$ cat config.mk
export PLATFORM = sky130hd
export DESIGN_NAME = iic_slave_if_flat
export DESIGN_NICKNAME = d
export VERILOG_FILES = /design/src/rtl/iic_pkg.sv /design/src/rtl/iic_slave_if_if.sv /design/src/rtl/iic_line_filter.sv /design/src/rtl/iic_slave_if.sv /design/src/flat_wrapper.sv
export SDC_FILE = /design/constraint.sdc
export NUM_CORES = 1
export LEC_CHECK = 0
export CELL_PAD_IN_SITES_DETAIL_PLACEMENT = 0
export CELL_PAD_IN_SITES_GLOBAL_PLACEMENT = 1
export CORE_UTILIZATION = 43
export CTS_CLUSTER_DIAMETER = 40
export DETAILED_ROUTE_END_ITERATION = 7
export PLACE_DENSITY_LB_ADDON = 0.1
export SYNTH_ARGS = -nofsm -noshare
export SYNTH_HDL_FRONTEND = slang
export SYNTH_SLANG_ARGS = --single-unit
$ cat constraint.sdc
create_clock -name i_iic_clk -period 2.4 [get_ports i_iic_clk]
set_clock_uncertainty 0.15 [all_clocks]
set_input_delay 0.72 -clock i_iic_clk [delete_from_list [all_inputs] [get_ports i_iic_clk]]
set_output_delay 0.72 -clock i_iic_clk [all_outputs]
set_load 0.02 [all_outputs]
$ cat src/rtl/iic_pkg.sv
// Shared definitions for the I2C register-slave block.
//   SLAVE_ADDR_DEF, IIC_AW_DEF, IIC_DW_DEF : parameter defaults
//   iic_state_e                            : protocol FSM state encoding
package iic_pkg;

  localparam logic [6:0]  SLAVE_ADDR_DEF = 7'h50;
  localparam int unsigned IIC_AW_DEF     = 2;
  localparam int unsigned IIC_DW_DEF     = 8;

  typedef enum logic [3:0] {
    StIdle,
    StDevAddr,
    StDevAck,
    StRegAddr,
    StRegAck,
    StWrData,
    StWrAck,
    StRdData,
    StRdAck
  } iic_state_e;

endpackage

$ cat src/rtl/iic_slave_if_if.sv
// Bundle of the I2C bus lines and the register port of iic_slave_if.
//   i_scl, i_sda      : raw bus lines (asynchronous)
//   o_sda_oe          : 1 = slave pulls SDA low
//   o_reg_ce/we/oe    : register-port controls
//   o_reg_addr        : register address pointer
//   o_reg_data        : write data
//   i_reg_data        : read data
//   o_busy            : protocol engine not idle
// Modports: slave (the I2C block), master (bus driver / register file side).
interface iic_slave_if_if
  import iic_pkg::*;
#(
  parameter int unsigned IIC_AW = IIC_AW_DEF,
  parameter int unsigned IIC_DW = IIC_DW_DEF
) ();

  logic              i_scl;
  logic              i_sda;
  logic              o_sda_oe;
  logic              o_reg_ce;
  logic              o_reg_we;
  logic              o_reg_oe;
  logic [IIC_AW-1:0] o_reg_addr;
  logic [IIC_DW-1:0] o_reg_data;
  logic [IIC_DW-1:0] i_reg_data;
  logic              o_busy;

  modport slave (
    input  i_scl, i_sda, i_reg_data,
    output o_sda_oe, o_reg_ce, o_reg_we, o_reg_oe, o_reg_addr, o_reg_data, o_busy
  );

  modport master (
    output i_scl, i_sda, i_reg_data,
    input  o_sda_oe, o_reg_ce, o_reg_we, o_reg_oe, o_reg_addr, o_reg_data, o_busy
  );

endinterface

$ cat src/rtl/iic_line_filter.sv
// Two-flop synchroniser for one raw I2C line, with an optional 3-sample
// majority filter enabled by macro IIC_GLITCH_FILT_EN (adds 2 clk latency).
//   i_iic_clk   : system clock
//   i_iic_rst_n : asynchronous active-low reset (line resets to idle-high)
//   i_line      : raw asynchronous line
//   o_line      : synchronised (and optionally filtered) line
module iic_line_filter
  import iic_pkg::*;
(
  input  logic i_iic_clk,
  input  logic i_iic_rst_n,
  input  logic i_line,
  output logic o_line
);

  logic [1:0] sync_q;

  always_ff @(posedge i_iic_clk or negedge i_iic_rst_n) begin
    if (!i_iic_rst_n) begin
      sync_q <= 2'b11;
    end else begin
      sync_q <= {sync_q[0], i_line};
    end
  end

`ifdef IIC_GLITCH_FILT_EN
  logic [1:0] hist_q;
  logic       maj_q;

  // Majority of the current and two previous samples; a single-clk pulse never wins.
  always_ff @(posedge i_iic_clk or negedge i_iic_rst_n) begin
    if (!i_iic_rst_n) begin
      hist_q <= 2'b11;
      maj_q  <= 1'b1;
    end else begin
      hist_q <= {hist_q[0], sync_q[1]};
      maj_q  <= (sync_q[1] & hist_q[0]) | (sync_q[1] & hist_q[1]) | (hist_q[0] & hist_q[1]);
    end
  end

  assign o_line = maj_q;
`else
  assign o_line = sync_q[1];
`endif

endmodule

$ cat src/rtl/iic_slave_if.sv
// I2C slave exposing a small register port. Writes: S, dev+W, reg addr, data...
// Reads: S, dev+R, data... with auto-increment of the address pointer (mod 2^IIC_AW).
// Optional glitch filtering of SCL/SDA with macro IIC_GLITCH_FILT_EN.
//   i_iic_clk   : system clock (rising edge)
//   i_iic_rst_n : asynchronous active-low reset
//   bus         : iic_slave_if_if.slave (bus lines + register port + busy)
module iic_slave_if
  import iic_pkg::*;
#(
  parameter logic [6:0]  SLAVE_ADDR = SLAVE_ADDR_DEF,
  parameter int unsigned IIC_AW     = IIC_AW_DEF,
  parameter int unsigned IIC_DW     = IIC_DW_DEF
) (
  input logic           i_iic_clk,
  input logic           i_iic_rst_n,
  iic_slave_if_if.slave bus
);

  logic scl_f, sda_f, scl_q, sda_q;
  logic scl_rise, scl_fall, start, stop;

  iic_line_filter u_scl_filt (
    .i_iic_clk  (i_iic_clk),
    .i_iic_rst_n(i_iic_rst_n),
    .i_line     (bus.i_scl),
    .o_line     (scl_f)
  );

  iic_line_filter u_sda_filt (
    .i_iic_clk  (i_iic_clk),
    .i_iic_rst_n(i_iic_rst_n),
    .i_line     (bus.i_sda),
    .o_line     (sda_f)
  );

  assign scl_rise = scl_f & ~scl_q;
  assign scl_fall = ~scl_f & scl_q;
  // SDA edges only count as conditions while SCL stays high across both samples.
  assign start    = scl_f & scl_q & sda_q & ~sda_f;
  assign stop     = scl_f & scl_q & ~sda_q & sda_f;

  iic_state_e        state_q, state_d;
  logic [3:0]        bit_cnt_q, bit_cnt_d;
  logic [7:0]        shift_q, shift_d;
  logic [6:0]        tx_q, tx_d;       // read bits still to be shifted out after the MSB
  logic              rw_q, rw_d;
  logic              sda_oe_q, sda_oe_d;
  logic              we_q, we_d;
  logic              inc_q, inc_d;     // bump the address pointer on the next clk
  logic [IIC_AW-1:0] addr_q, addr_d;
  logic [IIC_DW-1:0] data_q, data_d;
  logic [7:0]        rd_byte;
  logic              load_tx;
  logic              reg_oe;

  assign rd_byte = 8'(bus.i_reg_data);

  always_comb begin
    state_d   = state_q;
    bit_cnt_d = bit_cnt_q;
    shift_d   = shift_q;
    tx_d      = tx_q;
    rw_d      = rw_q;
    sda_oe_d  = sda_oe_q;
    we_d      = 1'b0;
    inc_d     = 1'b0;
    data_d    = data_q;
    addr_d    = inc_q ? addr_q + IIC_AW'(1) : addr_q;
    load_tx   = 1'b0;

    if (start) begin
      state_d   = StDevAddr;
      bit_cnt_d = '0;
      sda_oe_d  = 1'b0;
    end else if (stop) begin
      state_d   = StIdle;
      bit_cnt_d = '0;
      sda_oe_d  = 1'b0;
    end else if (state_q != StIdle) begin
      if (scl_rise) begin
        shift_d = {shift_q[6:0], sda_f};
        if (bit_cnt_q < 4'd9) bit_cnt_d = bit_cnt_q + 4'd1;
      end
      if (scl_fall) begin
        case (state_q)
          StDevAddr: begin
            if (bit_cnt_q == 4'd8) begin
              if (shift_q[7:1] == SLAVE_ADDR) begin
                state_d  = StDevAck;
                sda_oe_d = 1'b1;
                rw_d     = shift_q[0];
              end else begin
                state_d  = StIdle;
                sda_oe_d = 1'b0;
              end
            end
          end
          StRegAddr: begin
            if (bit_cnt_q == 4'd8) begin
              addr_d   = shift_q[IIC_AW-1:0];
              state_d  = StRegAck;
              sda_oe_d = 1'b1;
            end
          end
          StWrData: begin
            if (bit_cnt_q == 4'd8) begin
              data_d   = IIC_DW'(shift_q);
              we_d     = 1'b1;
              inc_d    = 1'b1;
              state_d  = StWrAck;
              sda_oe_d = 1'b1;
            end
          end
          StDevAck: begin
            if (rw_q) begin
              load_tx = 1'b1;
            end else begin
              state_d   = StRegAddr;
              bit_cnt_d = '0;
              sda_oe_d  = 1'b0;
            end
          end
          StRegAck, StWrAck: begin
            state_d   = StWrData;
            bit_cnt_d = '0;
            sda_oe_d  = 1'b0;
          end
          StRdData: begin
            if (bit_cnt_q == 4'd8) begin
              state_d  = StRdAck;
              sda_oe_d = 1'b0;
            end else begin
              sda_oe_d = ~tx_q[6];
              tx_d     = {tx_q[5:0], 1'b0};
            end
          end
          StRdAck: begin
            // shift_q[0] holds the master's ACK bit sampled on the last rise
            if (!shift_q[0]) begin
              load_tx = 1'b1;
            end else begin
              state_d  = StIdle;
              sda_oe_d = 1'b0;
            end
          end
          default: ;
        endcase
      end
    end

    if (load_tx) begin
      state_d   = StRdData;
      bit_cnt_d = '0;
      tx_d      = rd_byte[6:0];
      sda_oe_d  = ~rd_byte[7];
      inc_d     = 1'b1;
    end
  end

  always_ff @(posedge i_iic_clk or negedge i_iic_rst_n) begin
    if (!i_iic_rst_n) begin
      scl_q     <= 1'b1;
      sda_q     <= 1'b1;
      state_q   <= StIdle;
      bit_cnt_q <= '0;
      shift_q   <= '0;
      tx_q      <= '0;
      rw_q      <= 1'b0;
      sda_oe_q  <= 1'b0;
      we_q      <= 1'b0;
      inc_q     <= 1'b0;
      addr_q    <= '0;
      data_q    <= '0;
    end else begin
      scl_q     <= scl_f;
      sda_q     <= sda_f;
      state_q   <= state_d;
      bit_cnt_q <= bit_cnt_d;
      shift_q   <= shift_d;
      tx_q      <= tx_d;
      rw_q      <= rw_d;
      sda_oe_q  <= sda_oe_d;
      we_q      <= we_d;
      inc_q     <= inc_d;
      addr_q    <= addr_d;
      data_q    <= data_d;
    end
  end

  assign reg_oe         = (state_q == StRdData) || (state_q == StRdAck);
  assign bus.o_sda_oe   = sda_oe_q;
  assign bus.o_reg_we   = we_q;
  assign bus.o_reg_oe   = reg_oe;
  assign bus.o_reg_ce   = we_q | reg_oe;
  assign bus.o_reg_addr = addr_q;
  assign bus.o_reg_data = data_q;
  assign bus.o_busy     = (state_q != StIdle);

endmodule

$ cat src/flat_wrapper.sv
// flat-port wrapper written by rule: the top's interface ports become plain ports
module iic_slave_if_flat import iic_pkg::*;
#(
  parameter logic [6:0]  SLAVE_ADDR = SLAVE_ADDR_DEF,
  parameter int unsigned IIC_AW     = IIC_AW_DEF,
  parameter int unsigned IIC_DW     = IIC_DW_DEF
)
  (i_iic_clk, i_iic_rst_n, bus_i_scl, bus_i_sda, bus_i_reg_data, bus_o_sda_oe, bus_o_reg_ce, bus_o_reg_we, bus_o_reg_oe, bus_o_reg_addr, bus_o_reg_data, bus_o_busy);
  iic_slave_if_if #(.IIC_AW(IIC_AW), .IIC_DW(IIC_DW)) bus_i ();
  input logic i_iic_clk;
  input logic i_iic_rst_n;
  input wire logic [$bits(bus_i.i_scl)-1:0] bus_i_scl;
  input wire logic [$bits(bus_i.i_sda)-1:0] bus_i_sda;
  input wire logic [$bits(bus_i.i_reg_data)-1:0] bus_i_reg_data;
  output wire logic [$bits(bus_i.o_sda_oe)-1:0] bus_o_sda_oe;
  output wire logic [$bits(bus_i.o_reg_ce)-1:0] bus_o_reg_ce;
  output wire logic [$bits(bus_i.o_reg_we)-1:0] bus_o_reg_we;
  output wire logic [$bits(bus_i.o_reg_oe)-1:0] bus_o_reg_oe;
  output wire logic [$bits(bus_i.o_reg_addr)-1:0] bus_o_reg_addr;
  output wire logic [$bits(bus_i.o_reg_data)-1:0] bus_o_reg_data;
  output wire logic [$bits(bus_i.o_busy)-1:0] bus_o_busy;
  assign bus_i.i_scl = bus_i_scl;
  assign bus_i.i_sda = bus_i_sda;
  assign bus_i.i_reg_data = bus_i_reg_data;
  assign bus_o_sda_oe = bus_i.o_sda_oe;
  assign bus_o_reg_ce = bus_i.o_reg_ce;
  assign bus_o_reg_we = bus_i.o_reg_we;
  assign bus_o_reg_oe = bus_i.o_reg_oe;
  assign bus_o_reg_addr = bus_i.o_reg_addr;
  assign bus_o_reg_data = bus_i.o_reg_data;
  assign bus_o_busy = bus_i.o_busy;
  iic_slave_if #(.SLAVE_ADDR(SLAVE_ADDR), .IIC_AW(IIC_AW), .IIC_DW(IIC_DW)) u_core (.i_iic_clk(i_iic_clk), .i_iic_rst_n(i_iic_rst_n), .bus(bus_i));
endmodule
==> flow_metrics.tcl, run 1 <==
set metrics [dict create \
    outcome "finished with violations" \
    violations "DRC" \
    cp-end-kind "output pin" \
    gp_congestion 0.852 \
    slowest_stage "dfrtp_1" \
    cp_slowest_stage_delay_ns 0.39 \
    die_w_um 71.4 \
    core_area_um2 4500 \
    dp.cells 269 \
    cp.arrival_ns 1.52 \
    yosys.cell_types.count 48 \
    holdWs_ns 0.208 \
    yosys.area.top_type "dfrtp_1" \
    route.detailed.drc 3 \
    power.density_nw_per_um2 516 \
    cts_tree "built" \
    leakagePower_nw 1.16 \
    fin_crit_sh_pct 99.4 \
    hold_viol 0 \
    finalCriticalPeriod_ns 2.39 \
    rsz0062_at_grt "yes" \
    port_buffers 26 \
    setup_viol 0 \
    syn_avg_cell_area_um2 11.3 \
    nets 241 \
    min_path_cells 0 \
    dp_hpwl_um 3080 \
    finalNonFillerCells 280 \
    crit_fanout 4 \
    drt_pass1_iterations 6 \
    yosys_warnings 0 \
    track_usage_pct 18.2 \
    ys_seq_area_share_pct 52.3 \
    reg2reg_to "u_core.bit_cnt_q[0]" \
    crit_path_cell_trace "buf_6, and4b_1, or3_4, buf_6" \
    wl_per_cell_um 15.2 \
    synth_area_leaders "dfrtp_1, mux2_2, dfstp_2, inv_1, nand2_1" \
    slew_headroom_pct 63.7 \
    drt_iter0_markers 106 \
    worstHoldEndpoint "u_core.u_sda_filt.sync_q[1]" \
    start_util_pct 46.0 \
    regToRegSetupSlack_ns 0.05 \
    dieArea_um2 5100 \
    tightest_slew_ns 0.540 \
    clk_pin_slew_worst_paths_ns 0.08 \
    mostFrequentLayoutCells "dfrtp_1, clkdlybuf4s50_1, mux2_2, buf_4" \
    cts_buffer_depth 2 \
    mostFrequentLayoutCell "dfrtp_1" \
    drv_cap 0 \
    cts-root-buf "clkbuf_8" \
    path_class "reg -> out" \
    syn2layout_area_growth_pct 27.0 \
    wl_um 4250 \
    reg2reg_depth 7 \
    drv_slew 0 \
    dieHeight_um 71.4 \
    timing.rr.start "u_core.state_q[1]" \
    cts-buffers-inserted 5 \
    io_pins 27 \
    grt_pass1_vias 1613 \
    diodes 0 \
    num_vias 1548 \
    synth_edf_count 0 \
    worst_ep_required_time_ns 1.53 \
    worstHoldPathType "reg -> reg" \
    grt_max_degree 44 \
    avgViaCountPerCell 5.53 \
    netlist_area_um2 2070 \
    drive_above_1_share_pct 28.5 \
    max_freq_ghz 0.419 \
    ant_nets 0 \
    antenna_found_initial 0 \
    synthArstFlopShare_pct 100 \
    yosys.area.top_type_share_pct 44.7 \
    h-tree-depth 2 \
    netlist_instances 183 \
    min_from "u_core.u_sda_filt.sync_q[0]" \
    ys_seq_elements 43 \
    synth.net_count 197 \
    cts_sinks 43 \
    grt_overflow 0 \
    clkLatencyLatePin_ns 0.28 \
    synth_ff_type "dfrtp_1" \
    rows 24 \
    path_common_cell "buf_6" \
    grt_pass1_wl_um 7310 \
    vdd_drop_max_mv 0.343 \
    crit_path_start_kind "register" \
]
## timing repair
item,CTS,global route
setup endpoints to repair,3,3
buffers inserted,2,1
gates resized for setup,20,4
hold endpoints to repair,0,0
hold buffers,0,0
## report_power, final
| group | switching, W | internal [W] |
|---|---|---|
| sequential | 0.0000178 | 0.000746 |
| combinational | 0.0000615 | 0.0000560 |
| clock | 0.000239 | 0.000236 |
## metal layers
| layer | global-route usage [%] | part of all wire [%] | up-vias |
|---|---|---|---|
| met5 | 0 | 0 | - |
| met4 | 4.44 | 0.68 | 0 |
| met3 | 3.38 | 3.4 | 4 |
| met2 | 31.0 | 48 | 29 |
| met1 | 24.0 | 48 | 755 |
| li1 | - | - | 760 |
## critical path: cells and delay by family (launching register included)
family        cells  cell delay [ns]
flops             1             0.39
simple gates      2             0.56
buf+inv           2             0.27
## how the worst max path moves through the flow
stage,endpoint,from,cells past startpoint
6_report,bus_o_reg_ce,u_core.state_q[0],4
3_3_place_gp,bus_o_reg_oe,u_core.state_q[2],3
5_1_grt,bus_o_reg_ce,u_core.state_q[0],4
3_5_place_dp,bus_o_reg_oe,u_core.state_q[2],3
4_1_cts,bus_o_reg_ce,u_core.state_q[0],4
2_1_floorplan,bus_o_reg_oe,u_core.state_q[2],2
## area by class of cell
type	instances	area [um2]
Fill cell	369	1870
Sequential cell	43	1080
Multi-Input combinational cell	121	942
Timing Repair Buffer	45	403
Clock buffer	7	86.3
Tap cell	52	65.1
Inverter	11	41.3
Clock inverter	1	8.76
## Yosys cell counts (2+ instances only)
library cell / count
mux2i_1: 2
nand3b_1: 4
a211oi_1: 4
nand2_1: 11
o21ai_0: 6
or3_1: 2
o22ai_1: 5
a221oi_1: 2
buf_2: 6
nand2b_1: 5
ha_1: 2
nor4b_1: 2
dfstp_2: 6
nand3_1: 2
nor2b_1: 2
nor3_1: 5
a31oi_1: 2
xnor2_1: 3
mux2_2: 17
inv_1: 11
dfrtp_1: 37
or4b_2: 3
o21bai_1: 2
nor4_1: 2
o211ai_1: 2
nor2_1: 9
a21oi_1: 8
## cell families after synthesis
group	count (synthesis)	share of synthesized area [%]
AND/OR/NAND/NOR	55	15.8
flip-flops	43	52.3
AO/OA/AOI/OAI	41	14.6
buffers and inverters	19	4.17
multiplexers	19	10.2
XOR/XNOR	4	1.69
adder cells (fa/ha/maj)	2	1.21
## sequential cells by signal (all words and copies together) (netlist names), 2 cells and up
signal / flops
u_core.state_q: 4
u_core.bit_cnt_q: 4
u_core.u_scl_filt.sync_q: 2
u_core.shift_q: 8
u_core.tx_q: 7
u_core.u_sda_filt.sync_q: 2
u_core.bus.o_reg_addr: 2
u_core.bus.o_reg_data: 8
## stage by stage
step	worst slack, ns	cell area, um2	setup TNS [ns]	total power [W]	util (%)
final	0.0149	2630	0	0.00136	58.4
after CTS	-0.00506	2610	-0.00506	0.00137	58.0
after global placement	-0.186	2470	-0.324	0.000890	54.8
after detailed placement	-0.231	2470	-0.449	0.000894	54.8
after floorplan	0.211	2070	0	0.000826	-
after global routing	-0.0422	2630	-0.0422	0.00142	58.4
No activity file was read; power rests on OpenSTA's default activity.
==> inputs of run 2 (changes only) <==
--- a/config.mk
+++ b/config.mk
@@ -5,8 +5,10 @@
 export SDC_FILE = /design/constraint.sdc
 export NUM_CORES = 1
 export LEC_CHECK = 0
+export CAP_MARGIN = 10
 export CELL_PAD_IN_SITES_DETAIL_PLACEMENT = 0
 export CELL_PAD_IN_SITES_GLOBAL_PLACEMENT = 1
+export CORE_MARGIN = 2
 export CORE_UTILIZATION = 43
 export CTS_CLUSTER_DIAMETER = 40
 export DETAILED_ROUTE_END_ITERATION = 7
==> run 2 against run 1 <==
  * The run ends with setup timing left
  * Worst setup slack worse by 0.021 ns
  * First-iteration DRC count down 35%
  * Worst hold slack worse by 0.075 ns
  * Combinational power about the same
  * Largest cell class unchanged
==> flow_metrics.tcl, run 2 (synthesis results as in run 1) <==
set metrics [dict create \
    hold_viol 0 \
    drt_iter0_markers 69 \
    mostFrequentLayoutCells "dfrtp_1, clkdlybuf4s50_1, mux2_2" \
    cp-end-kind "output pin" \
    tightest_slew_ns 0.553 \
    cts_tree "built" \
    die_w_um 73.4 \
    path_delay_family "simple AND/OR/NAND/NOR gates" \
    gp_congestion 0.944 \
    rsz0062_at_grt "yes" \
    drv_cap 0 \
    wl_um 4530 \
    cts-root-buf "clkbuf_8" \
    port_buffers 26 \
    core_area_um2 4690 \
    holdWs_ns 0.133 \
    timing.rr.start "u_core.state_q[1]" \
    cp.arrival_ns 1.54 \
    path_common_cell "buf_6" \
    route.detailed.drc 0 \
    power.density_nw_per_um2 502 \
    setup_viol 1 \
    setup_ws_ns -0.00585 \
    nets 242 \
    grt_pass1_wl_um 7560 \
    intPower_w 0.00101 \
    crit_path_cell_trace "buf_6, and4b_1, or3_4, buf_6" \
    rows 25 \
    h-tree-depth 2 \
    crit_start "u_core.state_q[1]" \
    switching_share_pct 24.2 \
    wl_per_cell_um 16.0 \
    cp.buffers_inverters 2 \
    grt_overflow 0 \
    max_freq_ghz 0.416 \
    cts-buffers-inserted 5 \
    slew_headroom_pct 62.8 \
    drv_slew 0 \
    p_comb_share_pct 9.0 \
    drive_above_1_share_pct 30.1 \
    cts_buffer_depth 2 \
    antenna_found_initial 0 \
    violations "setup timing" \
    num_vias 1585 \
    path_class "reg -> out" \
    diodes 0 \
    power_frac_seq_pct 57.4 \
    dp_hpwl_um 3240 \
    outcome "finished with violations" \
    final_core_util_pct 56.5 \
    dieArea_um2 5390 \
    cts_sinks 43 \
    fin_crit_sh_pct 100 \
    crit_fanout 5 \
    drt_pass1_iterations 4 \
    cp_slowest_stage_delay_ns 0.40 \
    ant_nets 0 \
    track_usage_pct 18.6 \
    final.setup.tns_ns -0.00585 \
    slowest_stage "dfrtp_1" \
    io_pins 27 \
    switchingPower_w 0.000322 \
    clk_pin_slew_worst_paths_ns 0.08 \
    vdd_drop_max_mv 0.288 \
    worst_ep_required_time_ns 1.53 \
    p_clk_share_pct 33.6 \
    dieHeight_um 73.4 \
    syn2layout_area_growth_pct 28.1 \
    finalCriticalPeriod_ns 2.41 \
    crit_path_start_kind "register" \
    mostFrequentLayoutCell "dfrtp_1" \
    avgViaCountPerCell 5.60 \
    worstHoldPathType "in -> async" \
    start_util_pct 44.1 \
    grt_max_degree 19 \
    clkLatencyLatePin_ns 0.29 \
    leakagePower_nw 1.17 \
    grt_pass1_vias 1623 \
]
-- run 2: final cells by class --
class                      instances  area [um2]
fill                             422        2040
clock inverter                     2        13.8
inverter                          11        41.3
tap                               54        67.6
sequential                        43        1080
clock buffer                       6        72.6
multi-input combinational        121         956
timing repair buffer              46         418
-- run 2: what timing repair did --
action / CTS / global route
resized for setup: 20 / 9
hold buffers: 0 / 0
setup buffers: 4 / 0
endpoints found under the setup margin: 3 / 17
-- run 2: through the flow --
step / worst slack [ns] / cells / instance area, um2 / total power [W]
floorplan: 0.211 / 183 / 2070 / 0.000826
global placement: -0.182 / 271 / 2470 / 0.000891
detailed placement: -0.256 / 271 / 2470 / 0.000895
CTS: -0.00488 / 283 / 2620 / 0.00135
global route: -0.0575 / 283 / 2650 / 0.00140
finish: -0.00585 / 283 / 2650 / 0.00133
-- run 2: path summary, 6_finish.rpt --
path / to / cells after the start / slack [ns]
max: bus_o_reg_ce / 4 / -0.006
min: u_core.bus.o_sda_oe / 1 / 0.13
max reg2reg: u_core.tx_q[0] / 6 / 0.06
min reg2reg: u_core.u_scl_filt.sync_q[1] / 0 / 0.21
max in group asynchronous: u_core.u_sda_filt.sync_q[0] / 2 / 1.39
min in group i_iic_clk: u_core.u_scl_filt.sync_q[1] / 0 / 0.21
-- run 2: power by group through the flow --
stage	clock (W)	sequential [W]	combinational [W]
finish	0.000448	0.000764	0.000120
global route	0.000496	0.000769	0.000133
CTS	0.000463	0.000764	0.000121
detailed placement	0	0.000778	0.000117
global placement	0	0.000777	0.000114
floorplan	0	0.000776	0.0000496
-- run 2: per-layer routing --
metal  global-route usage (%)  share of wire (%)  up-vias
met4                     7.47                1.2        0
met3                     4.12                3.8        6
met1                     24.6                 47      782
met5                        0                  0        -
li1                         -                  -      758
met2                     29.9                 48       39
==> inputs of run 3 (changes only) <==
--- a/config.mk
+++ b/config.mk
@@ -8,7 +8,7 @@
 export CAP_MARGIN = 10
 export CELL_PAD_IN_SITES_DETAIL_PLACEMENT = 0
 export CELL_PAD_IN_SITES_GLOBAL_PLACEMENT = 1
-export CORE_MARGIN = 2
+export CORE_MARGIN = 8
 export CORE_UTILIZATION = 43
 export CTS_CLUSTER_DIAMETER = 40
 export DETAILED_ROUTE_END_ITERATION = 7
==> constraint.sdc (replaced) <==
create_clock -name i_iic_clk -period 2.4 [get_ports i_iic_clk]
set_clock_uncertainty 0.15 [all_clocks]
set_input_delay 0.72 -clock i_iic_clk [delete_from_list [all_inputs] [get_ports i_iic_clk]]
set_output_delay 0.72 -clock i_iic_clk [all_outputs]
set_load 0.005 [all_outputs]
==> run 3 against run 2 <==
  * Count of clock-buffer cells in the layout is 1 higher
  * Total power increased by 0.52%
  * The run now ends clean
  * Worst hold slack improved by 0.075 ns
  * Flip-flop and latch count unchanged
  * Die area is 35% higher
==> flow_metrics.tcl, run 3 (synthesis results as in run 1) <==
set metrics [dict create \
    cts_buffer_depth 2 \
    nets 242 \
    cp_num_cells 4 \
    start_util_pct 44.1 \
    worst_ep_required_time_ns 1.53 \
    avgViaCountPerCell 5.67 \
    h-tree-depth 2 \
    reg2reg_depth 6 \
    grt_max_degree 23 \
    tightest_slew_ns 0.529 \
    die_w_um 85.4 \
    fin_crit_sh_pct 99.2 \
    cp-end-kind "output pin" \
    drive_above_1_share_pct 27.1 \
    ant_nets 0 \
    nFillCells 402 \
    setup_viol 0 \
    cp.arrival_ns 1.51 \
    rows 25 \
    drt_iter0_markers 77 \
    wl_per_cell_um 16.7 \
    crit_path_cell_trace "buf_6, and4b_1, or3_1, buf_2" \
    path_delay_family "simple AND/OR/NAND/NOR gates" \
    io_pins 27 \
    drt_pass1_iterations 4 \
    postCtsHoldBufs 0 \
    wl_um 4740 \
    leakagePower_nw 1.17 \
    setup_ws_ns 0.0189 \
    grt_overflow 0 \
    multiInputGateArea_um2 932 \
    cts_tree "built" \
    path_class "reg -> out" \
    cts_sinks 43 \
    slew_headroom_pct 64.7 \
    place_ws_ns -0.123 \
    gp_congestion 0.873 \
    clkLatencyLatePin_ns 0.29 \
    hold_viol 0 \
    mostFrequentLayoutCells "dfrtp_1, clkdlybuf4s50_1, mux2_2" \
    vdd_drop_max_mv 0.343 \
    finalNonFillerCells 283 \
    power.density_nw_per_um2 510 \
    register_area_um2 1080 \
    grt_pass1_wl_um 7780 \
    dp.cells 271 \
    dieArea_um2 7290 \
    clk_pin_slew_worst_paths_ns 0.08 \
    dp_hpwl_um 3430 \
    cts-buffers-inserted 5 \
    outcome "finished clean" \
    cp_slowest_stage_delay_ns 0.40 \
    finalCriticalPeriod_ns 2.38 \
    port_buffers 26 \
    cts-root-buf "clkbuf_8" \
    num_vias 1604 \
    route.detailed.drc 0 \
    grt_pass1_vias 1611 \
    mostFrequentLayoutCell "dfrtp_1" \
    track_usage_pct 13.2 \
    slowest_stage "dfrtp_1" \
    core_area_um2 4690 \
    min_path_cells 0 \
    drv_cap 0 \
    total_power_w 0.00134 \
    crit_path_start_kind "register" \
    diodes 0 \
    drv_slew 0 \
    cp.buffers_inverters 2 \
    antenna_found_initial 0 \
    final_core_util_pct 56.0 \
    max_freq_ghz 0.420 \
    syn2layout_area_growth_pct 26.8 \
    worstHoldPathType "reg -> reg" \
    dieHeight_um 85.4 \
    crit_fanout 6 \
    rsz0062_at_grt "yes" \
]
-- run 3: power breakdown --
part / internal, W / switching, W
Clock: 0.000206 / 0.000245
Combinational: 0.0000620 / 0.0000618
Sequential: 0.000746 / 0.0000165
-- run 3: worst paths after layout --
path / from / to / slack (ns)
max: u_core.state_q[0] / bus_o_reg_ce / 0.02
min: u_core.u_sda_filt.sync_q[0] / u_core.u_sda_filt.sync_q[1] / 0.21
max reg2reg: u_core.state_q[3] / u_core.rw_q / 0.06
min reg2reg: u_core.u_sda_filt.sync_q[0] / u_core.u_sda_filt.sync_q[1] / 0.21
max in group asynchronous: i_iic_rst_n / u_core.shift_q[0] / 1.35
min in group asynchronous: i_iic_rst_n / u_core.state_q[3] / 0.25
-- run 3: final cells by class --
| class | instances | area share, % |
|---|---|---|
| Clock inverter | 1 | 0.286 |
| Sequential cell | 43 | 41.3 |
| Tap cell | 54 | 2.57 |
| Clock buffer | 7 | 2.91 |
| Inverter | 11 | 1.57 |
| Timing Repair Buffer | 46 | 15.9 |
| Multi-Input combinational cell | 121 | 35.5 |
-- run 3: per-stage QoR --
step	area (um2)	setup TNS (ns)	hold slack [ns]
floorplan	2070	0	0.195
global placement	2480	-0.101	0.196
detailed placement	2480	-0.157	0.197
CTS	2590	0	0.209
global route	2630	-0.0461	0.215
finish	2630	0	0.207
-- run 3: layer usage --
layer / share of wire (%) / global-route usage [%] / up-vias
met1: 46 / 16.6 / 801
met4: 1.2 / 3.82 / 0
met2: 48 / 21.4 / 30
met3: 4.9 / 3.76 / 6
met5: 0 / 0 / -
li1: - / - / 767
-- run 3: worst reg2reg max path: cells and delay by family (launching register included) --
family	cells	cell delay, ns
muxes	1	0.36
DFF	1	0.39
buffers and inverters	2	0.32
and+or+nand+nor	3	1.01
-- run 3: timing repair --
action	CTS	global route
gates resized for setup	14	3
pin swaps	1	0
setup endpoints to repair	3	3
hold endpoints to repair	0	0
setup buffers	2	2
